## config.mk

```make
export PLATFORM = sky130hd
export DESIGN_NAME = sa_act_skew
export DESIGN_NICKNAME = d
export VERILOG_FILES = /design/src/rtl/sa_pkg.sv /design/src/rtl/sa_delay_line.sv /design/src/rtl/sa_act_skew.sv
export SDC_FILE = /design/constraint.sdc
export NUM_CORES = 1
export LEC_CHECK = 0
export BUFFER_PORTS_ARGS = -buffer_cell sky130_fd_sc_hd__buf_2
export CAP_MARGIN = 5
export CELL_PAD_IN_SITES_DETAIL_PLACEMENT = 1
export CELL_PAD_IN_SITES_GLOBAL_PLACEMENT = 2
export CORE_MARGIN = 2
export CORE_UTILIZATION = 35
export CTS_CLUSTER_DIAMETER = 100
export CTS_CLUSTER_SIZE = 14
export DETAILED_ROUTE_END_ITERATION = 7
export PLACE_DENSITY = 0.79
export SETUP_SLACK_MARGIN = 0.2
export SLEW_MARGIN = 20
export SYNTH_ARGS = -nofsm -noshare
export SYNTH_HDL_FRONTEND = slang
export SYNTH_SLANG_ARGS = --single-unit
```

## constraint.sdc

```tcl
create_clock -name clk -period 2.1 [get_ports clk]
set_input_delay 0.21 -clock clk [delete_from_list [all_inputs] [get_ports clk]]
set_output_delay 0.21 -clock clk [all_outputs]
set_load 0.01 [all_outputs]
```

## src/rtl/sa_pkg.sv

```systemverilog
// Shared types and helpers for the systolic-array activation feeder.
package sa_pkg;

  typedef enum logic [1:0] {IDLE, FEED, DRAIN} skew_state_t;

  // Width needed to hold a drain count of 0..drain_cycles.
  function automatic int unsigned drain_cnt_w(input int unsigned drain_cycles);
    return $clog2(drain_cycles + 1);
  endfunction

endpackage

```

## src/rtl/sa_delay_line.sv

```systemverilog
// Fixed-depth shift register with asynchronous active-low reset; output is the last stage.
module sa_delay_line #(
  parameter int unsigned WIDTH = 9,
  parameter int unsigned DEPTH = 1
) (
  input  logic             clk_i,
  input  logic             rst_ni,
  input  logic [WIDTH-1:0] d_i,
  output logic [WIDTH-1:0] q_o
);

  logic [DEPTH-1:0][WIDTH-1:0] stage_q;

  if (DEPTH == 1) begin : g_single
    always_ff @(posedge clk_i or negedge rst_ni) begin
      if (!rst_ni) begin
        stage_q <= '0;
      end else begin
        stage_q <= d_i;
      end
    end
  end else begin : g_multi
    always_ff @(posedge clk_i or negedge rst_ni) begin
      if (!rst_ni) begin
        stage_q <= '0;
      end else begin
        stage_q <= {stage_q[DEPTH-2:0], d_i};
      end
    end
  end

  assign q_o = stage_q[DEPTH-1];

endmodule

```

## src/rtl/sa_act_skew.sv

```systemverilog
// Activation skew feeder: delays row r by r cycles, pads bubbles with zeros and drains the
// array with zero wavefronts before pulsing completion.
module sa_act_skew
  import sa_pkg::*;
#(
  parameter int unsigned MUL_DATAWIDTH = 8,
  parameter int unsigned NUM_ROWS      = 4,
  parameter int unsigned NUM_COLS      = 4,
  parameter int unsigned CNT_W         = 16,
  parameter int unsigned DRAIN_CYCLES  = NUM_ROWS + NUM_COLS - 1
) (
  input  logic                                    clk,
  input  logic                                    rst_n,
  input  logic                                    i_start,
  input  logic [CNT_W-1:0]                        i_num_vec,
  input  logic                                    i_act_valid,
  input  logic [NUM_ROWS-1:0][MUL_DATAWIDTH-1:0]  i_act,
  output logic                                    o_act_ready,
  output logic [NUM_ROWS-1:0][MUL_DATAWIDTH-1:0]  o_act,
  output logic [NUM_ROWS-1:0]                     o_act_vld,
  output logic                                    o_busy,
  output logic                                    o_done
);

  localparam int unsigned DrainCntW = drain_cnt_w(DRAIN_CYCLES);
  localparam logic [DrainCntW-1:0] DrainLoad = DrainCntW'(DRAIN_CYCLES);

  if (NUM_ROWS < 1) begin : g_chk_rows
    $fatal(1, "sa_act_skew: NUM_ROWS must be >= 1");
  end
  if (DRAIN_CYCLES < 1) begin : g_chk_drain
    $fatal(1, "sa_act_skew: DRAIN_CYCLES must be >= 1");
  end

  skew_state_t            state_q, state_d;
  logic [CNT_W-1:0]       vec_rem_q, vec_rem_d;
  logic [DrainCntW-1:0]   drain_cnt_q, drain_cnt_d;
  logic                   done_q, done_d;
  logic                   accept;

  assign accept = i_act_valid && o_act_ready;

  always_ff @(posedge clk or negedge rst_n) begin
    if (!rst_n) begin
      state_q     <= IDLE;
      vec_rem_q   <= '0;
      drain_cnt_q <= '0;
      done_q      <= 1'b0;
    end else begin
      state_q     <= state_d;
      vec_rem_q   <= vec_rem_d;
      drain_cnt_q <= drain_cnt_d;
      done_q      <= done_d;
    end
  end

  always_comb begin
    state_d     = state_q;
    vec_rem_d   = vec_rem_q;
    drain_cnt_d = drain_cnt_q;
    done_d      = 1'b0;
    unique case (state_q)
      IDLE: begin
        if (i_start) begin
          if (i_num_vec != '0) begin
            vec_rem_d = i_num_vec;
            state_d   = FEED;
          end else begin
            done_d = 1'b1;
          end
        end
      end
      FEED: begin
        if (accept) begin
          vec_rem_d = vec_rem_q - 1'b1;
          if (vec_rem_q == CNT_W'(1)) begin
            state_d     = DRAIN;
            drain_cnt_d = DrainLoad;
          end
        end
      end
      DRAIN: begin
        drain_cnt_d = drain_cnt_q - 1'b1;
        if (drain_cnt_q == DrainCntW'(1)) begin
          state_d = IDLE;
          done_d  = 1'b1;
        end
      end
      default: state_d = IDLE;
    endcase
  end

  always_comb begin
    o_act_ready = (state_q == FEED);
    o_busy      = (state_q != IDLE);
    o_done      = done_q;
  end

  // Stage 0 sees the vector only on an accept; otherwise a zero bubble enters every row.
  logic [NUM_ROWS-1:0][MUL_DATAWIDTH:0] stage0;

  always_comb begin
    stage0 = '0;
    for (int r = 0; r < int'(NUM_ROWS); r++) begin
      if (accept) begin
        stage0[r] = {1'b1, i_act[r]};
      end
    end
  end

  for (genvar r = 0; r < NUM_ROWS; r++) begin : g_row
    logic [MUL_DATAWIDTH:0] row_q;

    sa_delay_line #(
      .WIDTH(MUL_DATAWIDTH + 1),
      .DEPTH(r + 1)
    ) u_delay (
      .clk_i (clk),
      .rst_ni(rst_n),
      .d_i   (stage0[r]),
      .q_o   (row_q)
    );

    assign o_act[r]     = row_q[MUL_DATAWIDTH-1:0];
    assign o_act_vld[r] = row_q[MUL_DATAWIDTH];
  end

endmodule

```

* Word-level counts from Yosys, hierarchy flattened
Cells that the tools add are included.
** Cells by class
- Add/subtract/negate cells :: 2
- Multiply operators :: 0
- Div/mod/pow operators :: 0
- Order comparisons :: 0
- Eq/ne operators :: 9
- Shift-type cells :: 0
- Multiplexer cells :: 21
- Bitwise gates (word level) :: 0
- Reductions and logical operators :: 9
** Operators with widths (number)
- $mux 16 :: 3
- $mux 9 :: 4
- $pmux 16 s2 :: 1
- $eq 16x1->1 const B :: 1
- $reduce_bool 16->1 :: 1
- $sub 16x1->16 const B :: 1
- $mux 2 :: 5
- $mux 3 :: 2
- $ne 2x2->1 const B :: 3
- $pmux 2 s3 :: 1
- $pmux 3 s2 :: 1
- $reduce_bool 2->1 :: 3
- $reduce_and 5->1 :: 1
- $ne 2x1->1 const B :: 2
- $reduce_and 4->1 :: 1
- $eq 3x1->1 const B :: 1
- $mux 1 :: 3
- $reduce_and 3->1 :: 1
- $sub 3x1->3 const B :: 1
- $eq 2x1->1 const B :: 1
- $eq 2x2->1 const B :: 1
- $logic_not 2->1 :: 1
- $pmux 1 s2 :: 1
- $logic_and 1x1->1 :: 1
** Storage, ports and cells
- Register bits :: 112
- Latch bits :: 0
- Bits in writable memories :: 0
- Memory bits (read-only) :: 0
- Bits of input ports :: 52
- Output and inout bits :: 39
- Word-level logic and storage cells :: 55
- Memories kept :: 0

* Logic depth before layout (Yosys ltp)
Gate-level depths: netlist of run 1.
- Depth after elaboration :: 4
- Gate-level depth with buffers :: 8
- Gate-level depth less buffers :: 7

* Hierarchy
Synthesis of run 1 repeated with hierarchy kept, for this count alone.
** Unflattened totals
- Cell total of the unflattened synthesis :: 325
- Area total of the unflattened synthesis :: 4175.3 um^2
** Modules (own cells, without submodules)
- sa_act_skew :: times used 1, cells each 208, area each 1720.4 um^2, seq. area each 550.5 um^2
- sa_delay_line (g_row[3].u_delay) :: times used 1, cells each 45, area each 968.4 um^2, seq. area each 900.9 um^2
- sa_delay_line (g_row[2].u_delay) :: times used 1, cells each 36, area each 743.2 um^2, seq. area each 675.6 um^2
- sa_delay_line (g_row[1].u_delay) :: times used 1, cells each 27, area each 518.0 um^2, seq. area each 450.4 um^2
- sa_delay_line (g_row[0].u_delay) :: times used 1, cells each 9, area each 225.2 um^2, seq. area each 225.2 um^2

* Worst setup path after synthesis of run 1
Ideal clock, no wire load.
- Path type :: register to register
- Start :: register vec_rem_q[0]
- End :: register vec_rem_q[10]
- Setup time :: 0.077 ns
- Data arrival time :: 1.706 ns
- Required time :: 2.023 ns
- Slack :: 0.317 ns
- Cell stages (with the launch flop) :: 8
- Path buffers :: 0
- Period minus slack after synthesis :: 1.783 ns
- Path through :: dfrtp_1 > inv_1 > ha_1 > nor3b_1 > and2_1 > a21oi_1 > or3_1 > a21oi_1
** Between the ends
- Cells in the longest elaborated chain, start to end :: 3
** Ends and longest elaborated chain
- from (decl) :: line sa_act_skew.sv:36 : logic [CNT_W-1:0] vec_rem_q, vec_rem_d;
- from (signal assigned) :: line sa_act_skew.sv:51 : vec_rem_q <= vec_rem_d;
- $sub 16x1->16 :: line sa_act_skew.sv:75 : vec_rem_d = vec_rem_q - 1'b1;
- $mux 16 :: line sa_act_skew.sv:74 : if (accept) begin
- $pmux 16 s2 :: line sa_act_skew.sv:62 : unique case (state_q)
Every way passes these cells. The select of a mux whose other input is x is not followed.
A chain may end at the register's enable or synchronous reset.

* Worst setup path after layout of run 1
- Start :: register state_q[0]
- End :: register vec_rem_q[10]
** Between the ends
- Cells in the longest elaborated chain, start to end :: 4
- Elaborated cells between the ends (all ways) :: 9
- Those cells by class :: 4 x eq/ne; 1 x mux; 4 x reduce/logical
** Ends and longest elaborated chain
- from (decl) :: line sa_act_skew.sv:35 : skew_state_t state_q, state_d;
- from (signal assigned) :: line sa_act_skew.sv:50 : state_q <= state_d;
- $eq 2x1->1 :: line sa_act_skew.sv:62, sa_act_skew.sv:94
- $logic_and 1x1->1 :: line sa_act_skew.sv:41 : assign accept = i_act_valid && o_act_ready;
- $ne 2x1->1 (no line)
- $reduce_and 4->1 (no line)
Several ways; a longest one is shown, not always the timed one.

==> results of run 1 <==
-- worst max-delay path, stage by stage, from the launching register on --
cell,delay (ps)
dfrtp_1,400
buf_4,190
mux2i_1,120
nor2_1,250
o31ai_4,150
buf_4,170
or3_1,340
a21oi_1,120
-- how the worst max path moves through the flow --
stage | slack, ps | depth (start not counted) | to | startpoint
final | 280 | 7 | vec_rem_q[10]$_DFFE_PN0P_ | state_q[0]$_DFFE_PN0P_
after global routing | 180 | 7 | vec_rem_q[10]$_DFFE_PN0P_ | state_q[0]$_DFFE_PN0P_
after CTS | 220 | 6 | vec_rem_q[13]$_DFFE_PN0P_ | state_q[0]$_DFFE_PN0P_
after detailed placement | 210 | 6 | o_done$_DFF_PN0_ | i_num_vec[14]
after global placement | 250 | 6 | o_done$_DFF_PN0_ | i_num_vec[5]
after floorplan | 320 | 7 | vec_rem_q[10]$_DFFE_PN0P_ | vec_rem_q[0]$_DFFE_PN0P_
-- logic make-up (layout without fill, tap and decap cells) --
logic type	Yosys count	count (layout)	synth area share
buffers and inverters	48	127	0.0732
multiplexers	2	2	0.00507
AND/OR/NAND/NOR	99	99	0.140
AO/OA/AOI/OAI	57	57	0.0951
flip-flops	106	106	0.672
adder cells (fa/ha/maj)	4	4	0.0127
XOR/XNOR	1	1	0.00222
-- sequential cells by signal, indices dropped and copies added (netlist names) --
register,flops
drain_cnt_q,3
g_row.u_delay.q_o,36
g_row.u_delay.stage_q,48
o_done,1
state_q,2
vec_rem_q,16
-- layer usage --
| metal | share of wire | track usage | vias to the layer above |
|---|---|---|---|
| met5 | 0 | 0 | - |
| met4 | 0.017 | 0.0545 | 0 |
| met3 | 0.043 | 0.0394 | 12 |
| met2 | 0.47 | 0.239 | 65 |
| met1 | 0.47 | 0.191 | 1334 |
| li1 | - | - | 1216 |
-- cell usage in the layout, fill, tap and decap left out, types with 2 or more instances in the layout --
cell / count
nor4_1: 2
and3_1: 33
mux2i_1: 2
a22oi_1: 2
nor4_2: 2
dfrtp_1: 106
nand3_1: 5
o21ai_1: 7
or3_1: 3
buf_4: 11
buf_2: 89
a21oi_1: 19
nor2b_1: 2
a31oi_1: 2
o21ai_0: 8
nand2_1: 11
o22a_1: 2
a311oi_1: 2
inv_1: 8
inv_6: 3
o21a_1: 3
ha_1: 4
nor3_1: 5
clkbuf_16: 9
o22ai_1: 2
nor2_1: 23
-- power by group through the flow --
stage | Combinational (mW) | Clock [mW] | Sequential [mW]
4_1_cts | 0.621 | 1.68 | 2.45
3_5_place_dp | 0.615 | 0 | 2.49
2_1_floorplan | 0.400 | 0 | 2.44
6_report | 0.615 | 1.63 | 2.47
3_3_place_gp | 0.588 | 0 | 2.47
5_1_grt | 0.714 | 1.77 | 2.50
-- layout make-up --
type | count | area share
well taps | 140 | 0.0369
inverters | 8 | 0.00632
clock buffers | 9 | 0.0474
multi-input cells | 163 | 0.216
clock inverters | 7 | 0.0142
repair buffers | 103 | 0.121
flip-flops and latches | 106 | 0.558
-- repair_timing --
action                                  CTS  global route
pin swaps                                 0             3
cloned                                    0             0
hold buffers                              1             0
gates resized for setup                   2             5
setup buffers                             0             2
endpoints found under the setup margin    2            16
endpoints found under the hold margin    33             0
==> flow_summary.json, run 1 <==
{
  "status": "completed",
  "final_cells": 536,
  "synthFlopType": "dfrtp_1",
  "grt_pass1_vias": 2707,
  "synth_area_leaders": "dfrtp_1 67%, buf_4 5.3%, and3_1 5.2%",
  "totalWireLength_microns": 8500,
  "netSwitchingPower_mw": 1.33,
  "synth_most_common_cell": "dfrtp_1",
  "max-cap-violations": 0,
  "clock_power_share": 0.345,
  "vias_per_cell": 4.90,
  "synth_largest_area_cell": "dfrtp_1",
  "p_total_mw": 4.71,
  "avgSynthCellArea_sq_um": 12.4,
  "arrival_ps": 2100,
  "vias": 2627,
  "setup_violations": 0,
  "drc": 0,
  "fin_setup_tns_ps": 0,
  "io_buffers": 90,
  "layout-drive-gt1-share": 0.323,
  "power_density_mw_per_mm2": 991,
  "antenna_left": 0,
  "synth_top_area_frac": 0.672,
  "multi_input_area_sq_mm": 0.00103,
  "grt_setup_unrepaired": "yes",
  "hold_viol": 0,
  "globalplace.congestion": 0.818,
  "critPathMaxFanout": 10,
  "wl_per_cell_microns": 15.9,
  "pwr-share-comb": 0.131,
  "yosys-top-cells-count": "106 x dfrtp_1, 33 x and3_1, 28 x buf_4",
  "clock_skew_ps": 11.4,
  "p_leak_nw": 2.37,
  "areaGrowthSynthToFinish_pct": 20.4,
  "dp_hpwl_microns": 6020,
  "start_util": 0.361,
  "syn-instance-count": 317,
  "fillerInstances": 1181,
  "die_h_microns": 110,
  "grtUsageTotal": 0.148,
  "grt_max_degree": 55,
  "timing.rr.end": "vec_rem_q[10]$_DFFE_PN0P_",
  "antenna_found_initial": 0,
  "drv_slew": 0,
  "clk_pin_slew_ps": 80,
  "relSlewSlack": 0.710,
  "die_w_microns": 110,
  "cts_tree": "done",
  "cts_made_buffers": 9,
  "holdCritStartpoint": "i_act[19]",
  "p_sw_frac": 0.283,
  "coreArea_sq_mm": 0.0109,
  "dr.pass1.iters": 4,
  "num_rows": 38,
  "pre_cts_ws_ps": 214,
  "synth-edff-count": 0,
  "hold_class": "input pin to flop",
  "hold_path_depth": 2,
  "peakVddDrop_mv": 0.514,
  "p_int_mw": 3.38,
  "antenna_cells": 0,
  "crit_type": "flop to flop",
  "htreeDepth": 3,
  "period_minus_slack_ps": 1820,
  "required_ps": 2380,
  "crit_path_end_kind": "flop",
  "boundaryPins": 91,
  "root_buffer": "clkbuf_16",
  "yosys_warnings": 0,
  "seq_area_sq_mm": 0.00265,
  "overflow": 0,
  "finalInstanceArea_sq_mm": 0.00475,
  "rr_startpoint": "state_q[0]$_DFFE_PN0P_",
  "clkLatencyLatePin_ps": 350,
  "setup_slack_ps": 279,
  "drt_iter0_drc": 124,
  "syn_nets": 373,
  "hold_path_end": "g_row[2].u_delay.stage_q[3]$_DFF_PN0_",
  "die_area_sq_mm": 0.0121,
  "post-route-period-util": 0.867,
  "ys_ff_latch": 106,
  "clock_sinks": 106,
  "share_seq_of_total_power": 0.524,
  "fmax_mhz": 549,
  "synth_cell_type_count": 47,
  "post_dp_cell_area_sq_mm": 0.00440,
  "clock_path_buffers": 2,
  "layout.nets": 447,
  "worstSetupStartpointType": "flop",
  "rrSetupSlack_ps": 280,
  "grt_pass1_wl_microns": 13500,
  "post-route-util": 0.434,
  "hold_slack_ps": 98.7,
  "place_inst": 517,
  "netlist_area_sq_mm": 0.00395,
  "async_flop_share": 1.00,
  "synth-seq-area-share": 0.672,
  "reg2regPathDepth": 7,
  "worstMarginPinSlew_ps": 434
}
Note: power is estimated with default switching activity, not from simulation.
==> inputs of run 2 (changes only) <==
--- a/config.mk
+++ b/config.mk
@@ -10,7 +10,7 @@
 export CELL_PAD_IN_SITES_DETAIL_PLACEMENT = 1
 export CELL_PAD_IN_SITES_GLOBAL_PLACEMENT = 2
 export CORE_MARGIN = 2
-export CORE_UTILIZATION = 35
+export CORE_UTILIZATION = 36
 export CTS_CLUSTER_DIAMETER = 100
 export CTS_CLUSTER_SIZE = 14
 export DETAILED_ROUTE_END_ITERATION = 7
@@ -19,4 +19,5 @@
 export SLEW_MARGIN = 20
 export SYNTH_ARGS = -nofsm -noshare
 export SYNTH_HDL_FRONTEND = slang
+export SYNTH_HIERARCHICAL = 1
 export SYNTH_SLANG_ARGS = --single-unit
==> run 2 against run 1 <==
  * Clock power increased by 4%
  * Fmax fell by 5.5%
  * Sequential power up 3%
  * Critical path depth down 3
  * Design area up 7.2%
  * Largest cell class unchanged
==> flow_summary.json, run 2 <==
{
  "status": "completed",
  "largest_reg_flops": 54,
  "clkLatencyLatePin_ps": 340,
  "overflow": 0,
  "synth-seq-area-share": 0.671,
  "num_rows": 39,
  "syn-instance-count": 325,
  "critPathMaxFanout": 4,
  "hold_slack_ps": 75.1,
  "synthFlopType": "dfrtp_1",
  "root_buffer": "clkbuf_16",
  "totalWireLength_microns": 8890,
  "p_total_mw": 5.16,
  "critical-path-top-delay-family": "simple AND/OR/NAND/NOR gates",
  "peakVddDrop_mv": 0.428,
  "async_flop_share": 1.00,
  "drc": 0,
  "synth_top_area_frac": 0.671,
  "crit_top_cell": "or4_4",
  "antenna_found_initial": 0,
  "drv_slew": 0,
  "p_leak_nw": 2.49,
  "globalplace.congestion": 0.824,
  "crit_type": "flop to flop",
  "cts_tree": "done",
  "cp.buffers_inverters": 0,
  "crit_chain": "or4_4, or4_4, or3b_4, nand2_1",
  "synth_cell_type_count": 52,
  "required_ps": 2380,
  "grt_pass1_wl_microns": 15000,
  "setup_violations": 0,
  "fmax_mhz": 519,
  "finalInstanceArea_sq_mm": 0.00509,
  "place_inst": 537,
  "synth_area_leaders": "dfrtp_1 67%, and2_1 4.9%, buf_4 4.9%",
  "hold_class": "input pin to flop",
  "clock_path_buffers": 2,
  "boundaryPins": 91,
  "arrival_ps": 2210,
  "die_h_microns": 112,
  "post-route-period-util": 0.918,
  "grt_setup_unrepaired": "yes",
  "clk_pin_slew_ps": 70,
  "grtUsageTotal": 0.151,
  "crit_path_end_kind": "flop",
  "final_cell_mix": "111 x dfrtp_1, 89 x buf_2, 33 x and2_1",
  "crit_slowest_cell": "or4_4",
  "final_common_cell": "dfrtp_1",
  "cts_made_buffers": 9,
  "power_density_mw_per_mm2": 1010,
  "ys_ff_latch": 112,
  "grt_pass1_vias": 3011,
  "wl_per_cell_microns": 15.9,
  "areaGrowthSynthToFinish_pct": 22.0,
  "clock_skew_ps": 8.01,
  "top_register": "g_row.u_delay/stage_q",
  "fin_setup_tns_ps": 0,
  "synth-edff-count": 0,
  "max-cap-violations": 0,
  "worstSetupStartpointType": "flop",
  "synth_largest_area_cell": "dfrtp_1",
  "netlist_area_sq_mm": 0.00418,
  "layout.nets": 467,
  "start_util": 0.367,
  "yosys-top-cells-count": "112 x dfrtp_1, 33 x and2_1, 27 x buf_4",
  "relSlewSlack": 0.725,
  "clock_sinks": 112,
  "final_cells": 559,
  "die_area_sq_mm": 0.0125,
  "coreArea_sq_mm": 0.0114,
  "grt_max_degree": 50,
  "die_w_microns": 112,
  "vias_per_cell": 4.93,
  "post_dp_cell_area_sq_mm": 0.00470,
  "period_minus_slack_ps": 1930,
  "antenna_cells": 0,
  "antenna_left": 0,
  "hold_viol": 0,
  "yosys_warnings": 6,
  "syn_nets": 381,
  "layout-drive-gt1-share": 0.365,
  "io_buffers": 90,
  "drt_iter0_drc": 128,
  "dr.pass1.iters": 4,
  "critPathMaxStageDelay_ps": 530,
  "htreeDepth": 3,
  "synth_most_common_cell": "dfrtp_1",
  "worstMarginPinSlew_ps": 412,
  "dp_hpwl_microns": 6230,
  "avgSynthCellArea_sq_um": 12.8,
  "vias": 2758
}
==> run 2: cell count changes in the layout (fill, tap and decap cells not counted), moves of 5 or more <==
cell and change:
o21ai_1 -5, dfrtp_1 +5, nor2_1 -8, buf_4 +14, and3_1 -32, a21oi_1 -12
and2_1 +32
==> run 2: final cells by class <==
cell class                      instances  area (sq um)
Sequential cell                       112          2800
Fill cell                            1225          6280
Clock inverter                          6          67.6
Clock buffer                           10           229
Inverter                               12          45.0
Tap cell                              143           179
Multi-Input combinational cell        160          1110
Timing Repair Buffer                  116           663
==> run 2: worst paths after layout <==
path / startpoint / to / slack, ps / cells past startpoint
setup / recovery: vec_rem_q[13]$_DFFE_PN0P_ / drain_cnt_q[2]$_DFFE_PN0P_ / 170 / 4
hold / removal: i_act[31] / g_row[3].u_delay/stage_q[7]$_DFF_PN0_ / 80 / 2
setup reg to reg: vec_rem_q[13]$_DFFE_PN0P_ / drain_cnt_q[2]$_DFFE_PN0P_ / 170 / 4
hold reg to reg: g_row[2].u_delay/stage_q[5]$_DFF_PN0_ / g_row[2].u_delay/stage_q[14]$_DFF_PN0_ / 350 / 0
max in group asynchronous: rst_n / g_row[1].u_delay/q_o[0]$_DFF_PN0_ / 990 / 3
min in group asynchronous: rst_n / g_row[3].u_delay/q_o[7]$_DFF_PN0_ / 340 / 2
==> run 2: power by group <==
| part | switching, mW | total (mW) | internal (mW) |
|---|---|---|---|
| Sequential | 0.162 | 2.55 | 2.39 |
| Combinational | 0.475 | 0.915 | 0.440 |
| Clock | 0.757 | 1.69 | 0.935 |
==> run 2: stage by stage <==
step                      setup slack (ps)   util
after global routing                   106  0.448
final                                  173  0.448
after floorplan                        119      -
after CTS                              159  0.444
after global placement                 143  0.413
after detailed placement              91.4  0.413
==> run 2: logic make-up (layout without fill, tap and decap cells) <==
family,Yosys count,in the layout,share of synthesized area
XOR/XNOR,2,2,0.00420
AO/OA/AOI/OAI,47,47,0.0845
flip-flops,112,112,0.671
AND/OR/NAND/NOR,103,103,0.143
adder cells (fa/ha/maj),4,4,0.0120
multiplexers,4,4,0.00959
buffers and inverters,53,144,0.0755
==> run 2: per-layer routing <==
| layer | routed length, microns | GRT usage | part of all wire | up-vias |
|---|---|---|---|---|
| met5 | 0 | 0 | 0 | - |
| met4 | 108 | 0.0395 | 0.012 | 0 |
| met3 | 502 | 0.0370 | 0.056 | 12 |
| met2 | 4330 | 0.254 | 0.49 | 84 |
| met1 | 3950 | 0.197 | 0.44 | 1394 |
| li1 | - | - | - | 1268 |
==> run 2: repair_timing <==
action	4_1_cts	5_1_grt
pin swaps	0	3
gates resized for setup	7	7
hold buffers	1	0
endpoints found under the setup margin	9	10
hold endpoints to repair	30	0
setup buffers	4	1
==> inputs of run 3 (changes only) <==
--- a/config.mk
+++ b/config.mk
@@ -10,13 +10,12 @@
 export CELL_PAD_IN_SITES_DETAIL_PLACEMENT = 1
 export CELL_PAD_IN_SITES_GLOBAL_PLACEMENT = 2
 export CORE_MARGIN = 2
-export CORE_UTILIZATION = 36
+export CORE_UTILIZATION = 38
 export CTS_CLUSTER_DIAMETER = 100
 export CTS_CLUSTER_SIZE = 14
 export DETAILED_ROUTE_END_ITERATION = 7
-export PLACE_DENSITY = 0.79
+export PLACE_DENSITY = 0.83
 export SETUP_SLACK_MARGIN = 0.2
-export SLEW_MARGIN = 20
 export SYNTH_ARGS = -nofsm -noshare
 export SYNTH_HDL_FRONTEND = slang
 export SYNTH_HIERARCHICAL = 1
==> constraint.sdc (replaced) <==
create_clock -name clk -period 2.5 [get_ports clk]
set_input_delay 0.25 -clock clk [delete_from_list [all_inputs] [get_ports clk]]
set_output_delay 0.25 -clock clk [all_outputs]
set_load 0.01 [all_outputs]
==> run 3 against run 2 <==
  * Combinational power is 36% lower
  * Setup slack improved by 180 ps
  * Via count fell by 2.5%
  * Critical endpoint is now vec_rem_q[14]$_DFFE_PN0P_
  * Routed wire length down 2.9%
  * Worst hold slack better by 9.8 ps
  * Total power is 27% lower
  * Die area decreased by 5.1%
  * Cell count shrank 3.4%
  * Fmax fell by 10%
==> flow_summary.json, run 3 (synthesis gave the netlist of run 2 again) <==
{
  "status": "completed",
  "root_buffer": "clkbuf_8",
  "final_cells": 540,
  "required_ps": 2750,
  "grtUsageTotal": 0.156,
  "layout.nets": 451,
  "htreeDepth": 3,
  "clock_sinks": 112,
  "clock_power_share": 0.265,
  "crit_top_cell": "o32a_1",
  "fillerInstances": 1170,
  "dr.pass1.iters": 4,
  "top_register": "g_row.u_delay/stage_q",
  "final_common_cell": "dfrtp_1",
  "final_cell_mix": "112 x dfrtp_1, 89 x buf_2, 33 x and2_1",
  "cts_tree": "done",
  "vias": 2689,
  "grt_setup_unrepaired": "no",
  "critical-path-top-delay-family": "simple AND/OR/NAND/NOR gates",
  "fmax_mhz": 465,
  "cts_made_buffers": 9,
  "cp.buffers_inverters": 1,
  "overflow": 0,
  "share_seq_of_total_power": 0.578,
  "globalplace.congestion": 0.845,
  "setup_violations": 0,
  "pwr-share-comb": 0.157,
  "netSwitchingPower_mw": 1.10,
  "hold_class": "input pin to flop",
  "layout-drive-gt1-share": 0.310,
  "die_w_microns": 109,
  "num_rows": 38,
  "start_util": 0.387,
  "dp_hpwl_microns": 6010,
  "crit_chain": "inv_1, ha_1, or3b_1, or3_1, o32a_1, o32a_1",
  "crit_type": "flop to flop",
  "worstMarginPinSlew_ps": 877,
  "post-route-period-util": 0.861,
  "p_leak_nw": 2.36,
  "period_minus_slack_ps": 2150,
  "arrival_ps": 2410,
  "crit_end": "vec_rem_q[14]$_DFFE_PN0P_",
  "antenna_found_initial": 0,
  "clkLatencyLatePin_ps": 360,
  "wl_per_cell_microns": 16.0,
  "areaGrowthSynthToFinish_pct": 15.0,
  "coreArea_sq_mm": 0.0108,
  "reg2regPathDepth": 6,
  "rrSetupSlack_ps": 350,
  "grt_max_degree": 110,
  "fin_setup_tns_ps": 0,
  "drc": 0,
  "grt_pass1_wl_microns": 14100,
  "rr_startpoint": "vec_rem_q[1]$_DFFE_PN0P_",
  "cp.depth": 6,
  "crit_start": "vec_rem_q[1]$_DFFE_PN0P_",
  "largest_reg_flops": 54,
  "clk_pin_slew_ps": 110,
  "antenna_left": 0,
  "boundaryPins": 91,
  "peakVddDrop_mv": 0.352,
  "relSlewSlack": 0.412,
  "crit_slowest_cell": "or3b_1",
  "critPathMaxStageDelay_ps": 480,
  "timing.rr.end": "vec_rem_q[14]$_DFFE_PN0P_",
  "p_total_mw": 3.75,
  "p_int_mw": 2.65,
  "grt_pass1_vias": 2823,
  "drv_slew": 0,
  "p_sw_frac": 0.294,
  "vias_per_cell": 4.98,
  "die_h_microns": 109,
  "antenna_cells": 0,
  "totalWireLength_microns": 8630,
  "hold_slack_ps": 84.9,
  "max-cap-violations": 0,
  "crit_path_end_kind": "flop",
  "hold_viol": 0,
  "worstSetupStartpointType": "flop",
  "clock_path_buffers": 2,
  "io_buffers": 90,
  "die_area_sq_mm": 0.0118,
  "critPathMaxFanout": 7,
  "clock_skew_ps": 10.9,
  "place_inst": 523,
  "power_density_mw_per_mm2": 781,
  "drt_iter0_drc": 83
}
## run 3: metal layers
| metal | track usage | part of all wire | vias up |
|---|---|---|---|
| li1 | - | - | 1228 |
| met1 | 0.203 | 0.44 | 1373 |
| met2 | 0.260 | 0.50 | 83 |
| met3 | 0.0371 | 0.047 | 5 |
| met4 | 0.0458 | 0.0086 | 0 |
| met5 | 0 | 0 | - |
## run 3: power groups by stage
stage	sequential [mW]	clock, mW	combinational [mW]
global placement	2.19	0	0.565
global route	2.20	1.12	0.657
detailed placement	2.20	0	0.592
CTS	2.17	1.04	0.595
floorplan	2.16	0	0.422
finish	2.17	0.994	0.587
## run 3: layout make-up
cell class / count / area, sq um / share of cell area
Clock buffer: 10 / 128 / 0.0266
Clock inverter: 6 / 52.6 / 0.0109
Inverter: 12 / 45.0 / 0.00938
Multi-Input combinational cell: 160 / 1060 / 0.220
Sequential cell: 112 / 2800 / 0.583
Tap cell: 140 / 175 / 0.0365
Timing Repair Buffer: 100 / 543 / 0.113
## run 3: how the worst min path moves through the flow
stage | slack (ps) | start | endpoint | cells after the start
floorplan | -50 | rst_n | drain_cnt_q[0]$_DFFE_PN0P_ | 0
global placement | 60 | rst_n | vec_rem_q[0]$_DFFE_PN0P_ | 1
detailed placement | 50 | rst_n | vec_rem_q[1]$_DFFE_PN0P_ | 1
CTS | 70 | i_act[2] | g_row[0].u_delay/q_o[2]$_DFF_PN0_ | 2
global route | 50 | i_act[21] | g_row[2].u_delay/stage_q[5]$_DFF_PN0_ | 2
finish | 80 | i_act[21] | g_row[2].u_delay/stage_q[5]$_DFF_PN0_ | 2
## run 3: stage by stage
stage          instance area (sq um)  worst slack [ps]   util
6_report                        4800               348  0.445
5_1_grt                         4800               256  0.445
4_1_cts                         4800               324  0.445
3_5_place_dp                    4610               307  0.427
3_3_place_gp                    4610               441  0.427
2_1_floorplan                   4180               506      -
## run 3: repair_timing
item | in CTS | in global routing
hold buffers | 1 | 0
endpoints found under the hold margin | 3 | 0
gates resized for setup | 0 | 0
buffers inserted | 0 | 0
